## config.mk

```make
export PLATFORM = sky130hd
export DESIGN_NAME = decode_issue_stage
export DESIGN_NICKNAME = d
export VERILOG_FILES = /design/src/rtl/decode_pkg.sv /design/src/rtl/decode_scoreboard.sv /design/src/rtl/decode_issue_stage.sv
export SDC_FILE = /design/constraint.sdc
export NUM_CORES = 1
export LEC_CHECK = 0
export ABC_CLOCK_PERIOD_IN_PS = 11100
export CORE_ASPECT_RATIO = 0.6
export CORE_MARGIN = 4
export CORE_UTILIZATION = 58
export CTS_CLUSTER_DIAMETER = 60
export DETAILED_ROUTE_END_ITERATION = 7
export GPL_ROUTABILITY_DRIVEN = 0
export PLACE_DENSITY_LB_ADDON = 0.1
export SLEW_MARGIN = 20
export SYNTH_ARGS = -nofsm -noshare
export SYNTH_HDL_FRONTEND = slang
export SYNTH_SLANG_ARGS = --single-unit
export TNS_END_PERCENT = 30
```

## constraint.sdc

```tcl
create_clock -name clk -period 11.1 [get_ports clk]
set_clock_uncertainty 0.15 [all_clocks]
set_input_delay 1.665 -clock clk [delete_from_list [all_inputs] [get_ports clk]]
set_output_delay 1.665 -clock clk [all_outputs]
set_load 0.03 [all_outputs]
```

## src/rtl/decode_pkg.sv

```systemverilog
// Shared types and encodings for the RV32I decode-and-issue stage.
package decode_pkg;

    typedef struct packed {
        logic [2:0] alu_op;
        logic [1:0] alu_src;
        logic       mem_read;
        logic       mem_write;
        logic       mem_to_reg;
        logic       reg_write;
        logic [2:0] func3;
        logic       func7b;
        logic       illegal;
    } ex_ctrl_t;

    localparam logic [2:0] ALU_MEM   = 3'b000;
    localparam logic [2:0] ALU_BR    = 3'b001;
    localparam logic [2:0] ALU_R     = 3'b010;
    localparam logic [2:0] ALU_I     = 3'b011;
    localparam logic [2:0] ALU_LUI   = 3'b100;
    localparam logic [2:0] ALU_AUIPC = 3'b101;
    localparam logic [2:0] ALU_JAL   = 3'b110;
    localparam logic [2:0] ALU_JALR  = 3'b111;

    localparam logic [1:0] SRC_RS2 = 2'b00;
    localparam logic [1:0] SRC_IMM = 2'b01;
    localparam logic [1:0] SRC_PC  = 2'b10;

    localparam logic [6:0] OP_R      = 7'b0110011;
    localparam logic [6:0] OP_I      = 7'b0010011;
    localparam logic [6:0] OP_LUI    = 7'b0110111;
    localparam logic [6:0] OP_AUIPC  = 7'b0010111;
    localparam logic [6:0] OP_LOAD   = 7'b0000011;
    localparam logic [6:0] OP_STORE  = 7'b0100011;
    localparam logic [6:0] OP_BRANCH = 7'b1100011;
    localparam logic [6:0] OP_JAL    = 7'b1101111;
    localparam logic [6:0] OP_JALR   = 7'b1100111;

    // Issue FSM: RUN normal, SHADOW drops the beat after a JAL, WAIT holds for resolve.
    localparam logic [1:0] ST_RUN    = 2'd0;
    localparam logic [1:0] ST_SHADOW = 2'd1;
    localparam logic [1:0] ST_WAIT   = 2'd2;

endpackage

```

## src/rtl/decode_scoreboard.sv

```systemverilog
// Per-register pending-writer counters plus an in-flight total; flags RAW and capacity hazards.
module decode_scoreboard #(
    parameter int MAX_INFLIGHT = 3
) (
    input  logic       clk,
    input  logic       reset,
    input  logic [4:0] rs1_i,
    input  logic [4:0] rs2_i,
    input  logic       use_rs1_i,
    input  logic       use_rs2_i,
    input  logic       writes_i,
    input  logic       issue_we_i,
    input  logic [4:0] issue_rd_i,
    input  logic       undo_we_i,
    input  logic [4:0] undo_rd_i,
    input  logic       wb_valid_i,
    input  logic [4:0] wb_rd_i,
    output logic       hazard_o
);

    localparam int CNT_W = $clog2(MAX_INFLIGHT + 1);
    localparam logic [CNT_W:0] CNT_ONE = (CNT_W + 1)'(1);

    logic [CNT_W-1:0] pend_q [32];
    logic [CNT_W-1:0] pend_d [32];
    logic [CNT_W-1:0] total_q, total_d;
    logic [CNT_W:0]   cnt_tmp, tot_tmp;

    assign hazard_o = (use_rs1_i && pend_q[rs1_i] != '0)
                   || (use_rs2_i && pend_q[rs2_i] != '0)
                   || (writes_i && total_q == CNT_W'(MAX_INFLIGHT));

    // Increment first so an issue and a retire of the same rd in one cycle cancel;
    // decrements only apply to a nonzero count, so stale retires are ignored.
    always_comb begin
        pend_d  = pend_q;
        tot_tmp = {1'b0, total_q};
        cnt_tmp = '0;
        for (int r = 1; r < 32; r++) begin
            cnt_tmp = {1'b0, pend_q[r]};
            if (issue_we_i && issue_rd_i == 5'(r)) begin
                cnt_tmp = cnt_tmp + CNT_ONE;
                tot_tmp = tot_tmp + CNT_ONE;
            end
            if (undo_we_i && undo_rd_i == 5'(r) && cnt_tmp != '0) begin
                cnt_tmp = cnt_tmp - CNT_ONE;
                tot_tmp = tot_tmp - CNT_ONE;
            end
            if (wb_valid_i && wb_rd_i == 5'(r) && cnt_tmp != '0) begin
                cnt_tmp = cnt_tmp - CNT_ONE;
                tot_tmp = tot_tmp - CNT_ONE;
            end
            pend_d[r] = cnt_tmp[CNT_W-1:0];
        end
        total_d = tot_tmp[CNT_W-1:0];
    end

    // NOTE: state uses <= so every flop samples pre-edge values; the counter array is
    // flops (not RAM) precisely so reset can clear it and restart the scoreboard clean.
    always_ff @(posedge clk or negedge reset) begin
        if (!reset) begin
            for (int r = 0; r < 32; r++) pend_q[r] <= '0;
            total_q <= '0;
        end else begin
            pend_q  <= pend_d;
            total_q <= total_d;
        end
    end

endmodule

```

## src/rtl/decode_issue_stage.sv

```systemverilog
// RV32I decode-and-issue stage: registered EX bundle, scoreboard hazards, JAL redirect, branch hold.
module decode_issue_stage
    import decode_pkg::*;
#(
    parameter int XLEN         = 32,
    parameter int MAX_INFLIGHT = 3
) (
    input  logic            clk,
    input  logic            reset,
    input  logic            in_valid,
    output logic            in_ready,
    input  logic [XLEN-1:0] in_pc,
    input  logic [31:0]     in_instr,
    output logic            out_valid,
    input  logic            out_ready,
    output ex_ctrl_t        out_ctrl,
    output logic [4:0]      out_rs1,
    output logic [4:0]      out_rs2,
    output logic [4:0]      out_rd,
    output logic [XLEN-1:0] out_imm,
    output logic [XLEN-1:0] out_pc,
    input  logic            wb_valid,
    input  logic [4:0]      wb_rd,
    input  logic            resolve,
    input  logic            flush,
    output logic            redirect,
    output logic [XLEN-1:0] redirect_pc
);

    logic [6:0]      opcode;
    logic [4:0]      rs1, rs2, rd;
    ex_ctrl_t        dec_ctrl;
    logic [XLEN-1:0] dec_imm;
    logic            use_rs1, use_rs2, is_jal, is_hold;
    logic            hazard, accept, issue;

    logic            out_valid_q;
    ex_ctrl_t        out_ctrl_q;
    logic [4:0]      out_rs1_q, out_rs2_q, out_rd_q;
    logic [XLEN-1:0] out_imm_q, out_pc_q;
    logic            redirect_q;
    logic [XLEN-1:0] redirect_pc_q;
    logic [1:0]      state_q, state_d;

    assign opcode = in_instr[6:0];
    assign rd     = in_instr[11:7];
    assign rs1    = in_instr[19:15];
    assign rs2    = in_instr[24:20];

    // NOTE: every output of this block gets a default first, so no path can infer a latch.
    always_comb begin
        dec_ctrl        = '0;
        dec_ctrl.func3  = in_instr[14:12];
        dec_ctrl.func7b = in_instr[30];
        dec_imm         = '0;
        use_rs1         = 1'b0;
        use_rs2         = 1'b0;
        is_jal          = 1'b0;
        is_hold         = 1'b0;
        case (opcode)
            OP_R: begin
                dec_ctrl.alu_op = ALU_R;  dec_ctrl.alu_src = SRC_RS2;
                dec_ctrl.reg_write = 1'b1;
                use_rs1 = 1'b1; use_rs2 = 1'b1;
            end
            OP_I: begin
                dec_ctrl.alu_op = ALU_I;  dec_ctrl.alu_src = SRC_IMM;
                dec_ctrl.reg_write = 1'b1;
                dec_imm = XLEN'($signed(in_instr[31:20]));
                use_rs1 = 1'b1;
            end
            OP_LUI: begin
                dec_ctrl.alu_op = ALU_LUI; dec_ctrl.alu_src = SRC_IMM;
                dec_ctrl.reg_write = 1'b1;
                dec_imm = XLEN'($signed({in_instr[31:12], 12'b0}));
            end
            OP_AUIPC: begin
                dec_ctrl.alu_op = ALU_AUIPC; dec_ctrl.alu_src = SRC_PC;
                dec_ctrl.reg_write = 1'b1;
                dec_imm = XLEN'($signed({in_instr[31:12], 12'b0}));
            end
            OP_LOAD: begin
                dec_ctrl.alu_op = ALU_MEM; dec_ctrl.alu_src = SRC_IMM;
                dec_ctrl.mem_read = 1'b1; dec_ctrl.mem_to_reg = 1'b1;
                dec_ctrl.reg_write = 1'b1;
                dec_imm = XLEN'($signed(in_instr[31:20]));
                use_rs1 = 1'b1;
            end
            OP_STORE: begin
                dec_ctrl.alu_op = ALU_MEM; dec_ctrl.alu_src = SRC_IMM;
                dec_ctrl.mem_write = 1'b1;
                dec_imm = XLEN'($signed({in_instr[31:25], in_instr[11:7]}));
                use_rs1 = 1'b1; use_rs2 = 1'b1;
            end
            OP_BRANCH: begin
                dec_ctrl.alu_op = ALU_BR; dec_ctrl.alu_src = SRC_RS2;
                dec_imm = XLEN'($signed({in_instr[31], in_instr[7], in_instr[30:25],
                                         in_instr[11:8], 1'b0}));
                use_rs1 = 1'b1; use_rs2 = 1'b1;
                is_hold = 1'b1;
            end
            OP_JAL: begin
                dec_ctrl.alu_op = ALU_JAL; dec_ctrl.alu_src = SRC_RS2;
                dec_ctrl.reg_write = 1'b1;
                dec_imm = XLEN'($signed({in_instr[31], in_instr[19:12], in_instr[20],
                                         in_instr[30:21], 1'b0}));
                is_jal = 1'b1;
            end
            OP_JALR: begin
                dec_ctrl.alu_op = ALU_JALR; dec_ctrl.alu_src = SRC_IMM;
                dec_ctrl.reg_write = 1'b1;
                dec_imm = XLEN'($signed(in_instr[31:20]));
                use_rs1 = 1'b1;
                is_hold = 1'b1;
            end
            default: dec_ctrl.illegal = 1'b1;
        endcase
        if (rd == 5'd0) dec_ctrl.reg_write = 1'b0;
    end

    decode_scoreboard #(.MAX_INFLIGHT(MAX_INFLIGHT)) u_scoreboard (
        .clk        (clk),
        .reset      (reset),
        .rs1_i      (rs1),
        .rs2_i      (rs2),
        .use_rs1_i  (use_rs1),
        .use_rs2_i  (use_rs2),
        .writes_i   (dec_ctrl.reg_write),
        .issue_we_i (issue && dec_ctrl.reg_write),
        .issue_rd_i (rd),
        .undo_we_i  (flush && out_valid_q && out_ctrl_q.reg_write),
        .undo_rd_i  (out_rd_q),
        .wb_valid_i (wb_valid),
        .wb_rd_i    (wb_rd),
        .hazard_o   (hazard)
    );

    // flush is folded into in_ready so a flushed cycle never handshakes a beat it would drop.
    assign in_ready = (!out_valid_q || out_ready) && !flush
                   && (state_q == ST_SHADOW || !hazard) && (state_q != ST_WAIT);
    assign accept   = in_valid && in_ready;
    assign issue    = accept && (state_q == ST_RUN);

    always_comb begin
        state_d = state_q;
        if (flush) begin
            state_d = ST_RUN;
        end else begin
            case (state_q)
                ST_RUN: begin
                    if (issue && is_jal)       state_d = ST_SHADOW;
                    else if (issue && is_hold) state_d = ST_WAIT;
                end
                ST_SHADOW: if (accept)  state_d = ST_RUN;
                ST_WAIT:   if (resolve) state_d = ST_RUN;
                default:   state_d = ST_RUN;
            endcase
        end
    end

    always_ff @(posedge clk or negedge reset) begin
        if (!reset) begin
            out_valid_q   <= 1'b0;
            out_ctrl_q    <= '0;
            out_rs1_q     <= '0;
            out_rs2_q     <= '0;
            out_rd_q      <= '0;
            out_imm_q     <= '0;
            out_pc_q      <= '0;
            redirect_q    <= 1'b0;
            redirect_pc_q <= '0;
            state_q       <= ST_RUN;
        end else begin
            state_q    <= state_d;
            redirect_q <= issue && is_jal;
            if (issue && is_jal) redirect_pc_q <= in_pc + dec_imm;
            if (flush) begin
                out_valid_q <= 1'b0;
            end else if (issue) begin
                out_valid_q <= 1'b1;
                out_ctrl_q  <= dec_ctrl;
                out_rs1_q   <= rs1;
                out_rs2_q   <= rs2;
                out_rd_q    <= rd;
                out_imm_q   <= dec_imm;
                out_pc_q    <= in_pc;
            end else if (out_ready) begin
                out_valid_q <= 1'b0;
            end
        end
    end

    assign out_valid   = out_valid_q;
    assign out_ctrl    = out_ctrl_q;
    assign out_rs1     = out_rs1_q;
    assign out_rs2     = out_rs2_q;
    assign out_rd      = out_rd_q;
    assign out_imm     = out_imm_q;
    assign out_pc      = out_pc_q;
    assign redirect    = redirect_q;
    assign redirect_pc = redirect_pc_q;

endmodule

```

==> summary.txt, run 1 <==
Cells and area
  – Filler cells: 2,188
  – Net count, final: 2,358
  – Area grow syn2layout: 19.2%
  – Post-Layout Cell Count: 2,541
  – Area of the multi-input gates: 0.0120 mm^2
  – Fin area: 0.0207 mm^2
  – Share of cells above drive strength 1: 12.6%
  – FF/Latch Area: 0.00480 mm^2

Timing
  – FMAX: 93.3 MHz
  – Final setup viols: 0
  – Max-slew headroom: 23.4%
  – Final worst path period share: 96.5%
  – Final Critical Period: 10,720 ps
  – Max Slew Vio Count: 0
  – Worst slew pin tran: 1140 ps
  – Setup_tns: 0 ps
  – RSZ-0062 raised after global routing: no
  – Setup ws final: 384 ps
  – Final Hold Fails: 0

GRT
  – Busiest grt layer: met2
  – GR Overflow Total: 0
  – Vias in the first global route: 15,700
  – Met2 usage: 51.1%
  – Pin count of the biggest net entering global routing: 84
  – Met1 usage: 50.6%
  – First-pass GRT wire length: 90,900 um
  – Initial antenna violation count: 2
  – Global Route Usage Sum: 35.7%
  – Met3 Usage GRT: 12.8%

Setup path
  – Max stage delay on crit path: 900 ps
  – Crit path arrival time: 10,910 ps
  – Crit end category: flip-flop
  – Kind of critical path: in -> reg
  – Crit start category: input pin
  – R2r setup slk: 1500 ps
  – Most Frequent Cell on Critical Path: xnor3_1
  – CP max-delay cell: clkdlybuf4s50_1
  – Delay-heaviest family, CP: XOR/XNOR gates
  – CP Data Required Time: 11,290 ps
  – Crit-path max FO: 13
  – CP Buf/Inv Count: 4

Routing
  – Final antenna-violating net count: 0
  – Pre-Repair DR Iteration Count: 6
  – Routed WL: 60,000 um
  – Via count: 16,400
  – Drt wl/cell: 23.6 um
  – Drt via density: 6.46
  – Residual DRC: 0
  – Drt initial violations: 2,064

Power and ir drop
  – Lkg Pwr: 9.05 nW
  – Worst VDD drop: 0.0942 mV
  – Overall Power: 0.00225 W
  – Power per cell area: 109 mW/mm^2

Min path
  – Min-Delay Path Class: reg -> reg

Floorplan
  – Core footprint: 0.0291 mm^2
  – IO Pins: 204
  – DIE HEIGHT: 142 um
  – Row count: 48
  – Die width: 231 um
  – Die area: 0.0328 mm^2
  – Initial Utilization: 59.6%

Clock tree
  – Root buffer cell: clkbuf_16
  – CTS H-tree depth: 4
  – Clk slew on worst S/H paths: 80 ps
  – CTS buffer count: 17
  – CTS tree: done
  – Post-CTS Setup Bufs: 0
  – Clk Latency, worst-skew pair: 470 ps
  – CTS sink cnt: 192
  – Clock Path Buffers: 2

Placement
  – Placed Instance Area: 0.0201 mm^2
  – Dpl hpwl: 46,800 um
  – IO buf count: 203
  – Cells after DPL: 2,505
  – Setup WS pre-CTS: -61.8 ps

Synthesis
  – Top FF cell, synth: dfrtp_1
  – Synthesized area: 0.0174 mm^2
  – Total nets after synthesis: 2,152
  – Register area share after synthesis: 27.7%
  – Cell accounting for the most synthesized area: dfrtp_1
  – Synthesized flop and latch total: 192
  – Synth Instances: 1,919
  – Post-synth ARST share: 100%
  – Synthesis Warnings: 0
  – Post-synth cell types: 92
  – Area contributors post-synth: dfrtp_1 (28%), ha_1 (11%), xnor2_1 (7.3%), mux2_2 (6.7%), nand2_1 (4.4%)
  – EDFF count, synth: 0
  – Mean post-synth cell area: 9.04 um^2
  – Post-synth top area share: 27.7%

Flow run
  – Max-Cap Viols: 0

Status
  – Outcome: finished clean
layout make-up:
type                            count  share of cell area (%)
Multi-Input combinational cell   1596                    58.2
Sequential cell                   192                    23.2
Timing Repair Buffer              276                    12.6
Tap cell                          400                    2.42
Clock buffer                       18                    2.12
Inverter                           42                   0.762
Clock inverter                     13                   0.599
Antenna cell                        4                  0.0484
registers in the layout, summed over array words and instances (netlist names), 2 cells and up:
register and cells:
out_rs1 5, out_imm 32, out_rs2 5, out_pc 32, u_scoreboard.total_q 2, out_rd 5
u_scoreboard.pend_q 62, out_ctrl 13, state_q 2, redirect_pc 32
what timing repair did:
item,in CTS,in global routing
hold buffers,0,0
gates resized for setup,0,10
setup endpoints to repair,0,1
worst register-to-register path, delay by kind of cell (launching register included):
| kind | cells | cell delay (ps) |
|---|---|---|
| buffers and inverters | 3 | 700 |
| xor gates and xnor gates | 10 | 2940 |
| AOI/OAI and AO/OA | 5 | 1150 |
| and+or+nand+nor | 12 | 2420 |
| muxes | 3 | 1200 |
| adders and majority gates | 2 | 400 |
| DFF | 1 | 500 |
cell usage in the layout, fill, tap and decap left out, types with 71 or more instances in the layout:
| cell | instances |
|---|---|
| nand2_1 | 203 |
| clkdlybuf4s50_1 | 198 |
| dfrtp_1 | 192 |
| ha_1 | 156 |
| xnor2_1 | 144 |
| nor2_1 | 128 |
| mux2_2 | 104 |
| o21ai_0 | 96 |
| mux2i_1 | 74 |
| buf_4 | 71 |
cell usage after synthesis (all sizes together) (5+ instances only):
master,instances
nand3,48
xnor2,148
nor3,74
o211ai,5
nor4,22
nor3b,6
a21oi,70
xnor3,11
mux4,5
a21boi,10
buf,27
and3,16
or4,11
a211oi,19
o22ai,6
xor2,67
nand2b,23
o21a,13
o21ai,102
nor2,130
a221oi,5
dfrtp,192
ha,156
clkbuf,62
nand2,204
a21o,34
nor2b,17
a31o,6
maj3,11
and2,22
or2,15
or3,31
a22o,6
nand4,19
inv,42
o31ai,22
a22oi,7
a211o,5
mux2,104
a31oi,18
mux2i,75
cells by family after synthesis:
kind of cell | share of synthesized area [%]
buffers and inverters | 3.05
AO/OA/AOI/OAI | 13.6
AND/OR/NAND/NOR | 18.9
multiplexers | 11.7
XOR/XNOR | 13.0
adder cells (fa/ha/maj) | 12.0
flip-flops | 27.7
metrics by stage:
step | hold WS (ps) | util, %
2_1_floorplan | 368 | -
3_3_place_gp | 311 | 68.9
3_5_place_dp | 320 | 68.9
4_1_cts | 339 | 70.9
5_1_grt | 358 | 71.0
6_report | 336 | 71.0
per-layer routing:
| metal | up-vias | part of all wire, % | wire length, um |
|---|---|---|---|
| li1 | 7320 | - | - |
| met2 | 988 | 41 | 24600 |
| met5 | - | 0.13 | 75 |
| met4 | 6 | 3.0 | 1800 |
| met3 | 157 | 14 | 8350 |
| met1 | 7953 | 42 | 25100 |
path summary, 6_finish.rpt:
kind / start / end / cells after the start
min in group asynchronous: reset / u_scoreboard.pend_q[31] / 1
max reg2reg: u_scoreboard.pend_q[46] / u_scoreboard.total_q[1] / 35
min: out_ctrl[11] / out_ctrl[11] / 2
min reg2reg: out_ctrl[11] / out_ctrl[11] / 2
max in group asynchronous: reset / out_ctrl[13] / 2
max: in_instr[18] / u_scoreboard.total_q[1] / 35
where the power goes:
| part | switching, W | internal (W) | leakage (nW) |
|---|---|---|---|
| clock network | 0.000326 | 0.000300 | 0.267 |
| logic | 0.000463 | 0.000345 | 6.23 |
| registers | 0.0000570 | 0.000759 | 2.55 |
No activity file was read; power rests on OpenSTA's default activity.
==> inputs of run 2 (changes only) <==
- CORE_ASPECT_RATIO: 0.6 -> default
- CTS_CLUSTER_DIAMETER: 60 -> 100
==> run 2 against run 1 <==
  * Fmax up 0.26%
  * Sequential power about the same
  * Register-to-register slack better by 240 ps
  * Non-clock buffer count down 17
  * Core utilization down 1.4 points
  * Die area down 0.28%
  * Combinational power down 5.0%
  * Critical path type unchanged
  * Critical endpoint unchanged
  * Highest routed layer is now met4
==> summary.txt, run 2 (same netlist as run 1, synthesis figures left out) <==
Status
  – Outcome: finished clean

Clock tree
  – Root buffer cell: clkbuf_16
  – Post-CTS Setup Bufs: 0 (unchanged)
  – CTS sink cnt: 192 (unchanged)
  – CTS H-tree depth: 4 (unchanged)
  – Clk Latency, worst-skew pair: 450 ps (-20 ps)
  – Clock Path Buffers: 2 (unchanged)
  – CTS tree: done
  – Clk slew on worst S/H paths: 90 ps (about the same)
  – CTS buffer count: 17 (unchanged)

Timing
  – Setup ws final: 412 ps (+27.3 ps)
  – Final Hold Fails: 0 (unchanged)
  – Final worst path period share: 96.3% (-0.25 points)
  – Worst hold margin: 332 ps (-4.43 ps)
  – FMAX: 93.6 MHz (+0.26%)
  – Final Critical Period: 10,690 ps (-27.3 ps)
  – Max Slew Vio Count: 0 (unchanged)
  – Worst slew pin tran: 1100 ps (-41.7 ps)
  – Max-slew headroom: 26.8% (+3.5 points)
  – Final setup viols: 0 (unchanged)

Setup path
  – Crit end category: flip-flop
  – Register-to-Register Path Depth: 32 (-8.6%)
  – R2r endpoint: u_scoreboard.total_q[1]
  – CP Data Required Time: 11,280 ps (about the same)
  – Most Frequent Cell on Critical Path: xnor3_1
  – Max stage delay on crit path: 760 ps (-140 ps)
  – R2r startpoint: u_scoreboard.pend_q[18]
  – Crit-path max FO: 12 (-1)
  – CP max-delay cell: clkdlybuf4s50_1
  – Crit start category: input pin
  – R2r setup slk: 1740 ps (+240 ps)
  – Crit path arrival time: 10,870 ps (-40 ps)
  – Kind of critical path: in -> reg

Cells and area
  – Filler cells: 2,318 (+5.9%)
  – Area grow syn2layout: 18.6%
  – Finished Core Util: 69.6% (-1.4 points)
  – Net count, final: 2,341 (-0.72%)
  – Post-Layout Cell Count: 2,513 (-1.1%)
  – FF/Latch Area: 0.00480 mm^2 (unchanged)
  – Area of the multi-input gates: 0.0120 mm^2 (about the same)
  – Largest register FFs: 62 (unchanged)
  – Commonest non-fill, non-tap cell in the layout: nand2_1
  – Fin area: 0.0206 mm^2 (-0.50%)
  – Most frequent cells in the layout: nand2_1 (203), clkdlybuf4s50_1 (202), dfrtp_1 (192), ha_1 (156), xnor2_1 (144)
  – Share of cells above drive strength 1: 11.7% (-0.90 points)
  – Most flops, register: u_scoreboard.pend_q

Power and ir drop
  – Comb pwr share: 34.0% (-1.9 points)
  – Switching Share: 36.1% (-1.5 points)
  – Seq pwr share: 36.1% (-0.2 points)
  – Internal cell power: 0.00144 W (+2.9%)
  – Clock power share: 30.0% (+2.2 points)
  – Power per cell area: 110 mW/mm^2 (+0.98%)
  – Worst VDD drop: 0.0905 mV (-4.0%)
  – Net Switching: 0.000816 W (-3.5%)
  – Lkg Pwr: 8.96 nW (-0.91%)

Placement
  – Placed Instance Area: 0.0199 mm^2 (-0.72%)
  – Cells after DPL: 2,479 (-1.0%)
  – IO buf count: 203 (unchanged)
  – Setup WS pre-CTS: 178 ps (+239 ps)
  – Dpl hpwl: 42,100 um (-10%)

Floorplan
  – Row count: 63 (+31%)
  – Initial Utilization: 58.7% (-0.87 points)
  – DIE HEIGHT: 181 um (+27%)
  – Core footprint: 0.0296 mm^2 (+1.5%)
  – Die width: 181 um (-22%)
  – IO Pins: 204 (unchanged)
  – Die area: 0.0327 mm^2 (-0.28%)

GRT
  – Initial antenna violation count: 1 (-1)
  – Global Route Usage Sum: 32.2% (-3.5 points)
  – Pin count of the biggest net entering global routing: 84 (unchanged)
  – Vias in the first global route: 15,500 (-1.4%)
  – First-pass GRT wire length: 84,900 um (-6.7%)
  – GR Overflow Total: 0 (unchanged)

Min path
  – Min-Delay Path Class: reg -> reg
  – Hold Crit Start: out_pc[1]
  – Hold Path End: out_pc[1]
  – Worst Hold Depth: 2 (unchanged)

Routing
  – Drt initial violations: 1,373 (-33%)
  – Final antenna-violating net count: 0 (unchanged)
  – Residual DRC: 0 (unchanged)
  – Routed WL: 53,800 um (-10%)
  – Pre-Repair DR Iteration Count: 7 (+1)
  – Drt via density: 6.32 (-2.2%)
  – Via count: 15,900 (-3.3%)
  – Drt wl/cell: 21.4 um (-9.2%)

Flow run
  – Max-Cap Viols: 0 (unchanged)
-- run 2: cell types whose count changed in the layout (fill, tap and decap cells not counted), sizes merged --
cell	before	now
clkinvlp	3	2
clkbuf	21	18
bufinv	0	2
dlymetal6s2s	2	0
inv	47	51
buf	73	56
clkinv	5	2
diode	4	2
clkdlybuf4s50	198	202
-- run 2: repair_timing --
| item | CTS | global route |
|---|---|---|
| endpoints found under the setup margin | 0 | 1 |
| resized for setup | 0 | 2 |
| endpoints found under the hold margin | 0 | 0 |
| hold buffers | 0 | 0 |
-- run 2: worst max path at each step --
| stage | start | end | slack (ps) | cells past startpoint |
|---|---|---|---|---|
| after floorplan | in_instr[21] | u_scoreboard.total_q[1] | 880 | 33 |
| after global placement | in_instr[20] | u_scoreboard.total_q[1] | 330 | 31 |
| after detailed placement | in_instr[21] | u_scoreboard.total_q[1] | 180 | 34 |
| after CTS | in_instr[21] | u_scoreboard.total_q[1] | 560 | 34 |
| after global routing | in_instr[16] | u_scoreboard.total_q[1] | -80 | 35 |
| final | in_instr[16] | u_scoreboard.total_q[1] | 410 | 35 |
-- run 2: stage by stage --
step | TNS [ps] | total power, W
final | 0 | 0.00226
after global routing | -78.0 | 0.00236
after CTS | 0 | 0.00226
after detailed placement | 0 | 0.00158
after global placement | 0 | 0.00156
after floorplan | 0 | 0.00131
-- run 2: final cells by class --
type,instances,share of cell area [%]
inverter,42,0.766
tap,390,2.37
antenna,2,0.0243
clock inverter,15,1.00
timing repair buffer,259,11.9
multi-input combinational,1596,58.5
sequential,192,23.3
clock buffer,17,2.07
-- run 2: worst max-delay path: cells and delay by family --
| family | cells | cell delay (ps) |
|---|---|---|
| simple gates | 12 | 2730 |
| fa+ha+maj | 2 | 420 |
| mux | 2 | 750 |
| buf+inv | 3 | 1250 |
| xor+xnor | 11 | 3210 |
| compound gates | 5 | 820 |
-- run 2: power by group through the flow --
stage | sequential, W | clock (W) | combinational, W
after global placement | 0.000825 | 0 | 0.000740
after global routing | 0.000822 | 0.000720 | 0.000822
after CTS | 0.000814 | 0.000685 | 0.000760
after floorplan | 0.000904 | 0 | 0.000402
after detailed placement | 0.000828 | 0 | 0.000757
final | 0.000815 | 0.000678 | 0.000767
-- run 2: layer usage --
metal	global-route usage, %	routed length (um)	vias to the layer above
met4	12.8	2300	0
met5	0	0	-
met1	42.0	21900	7552
met2	52.6	24400	839
met3	6.89	5200	163
li1	-	-	7332
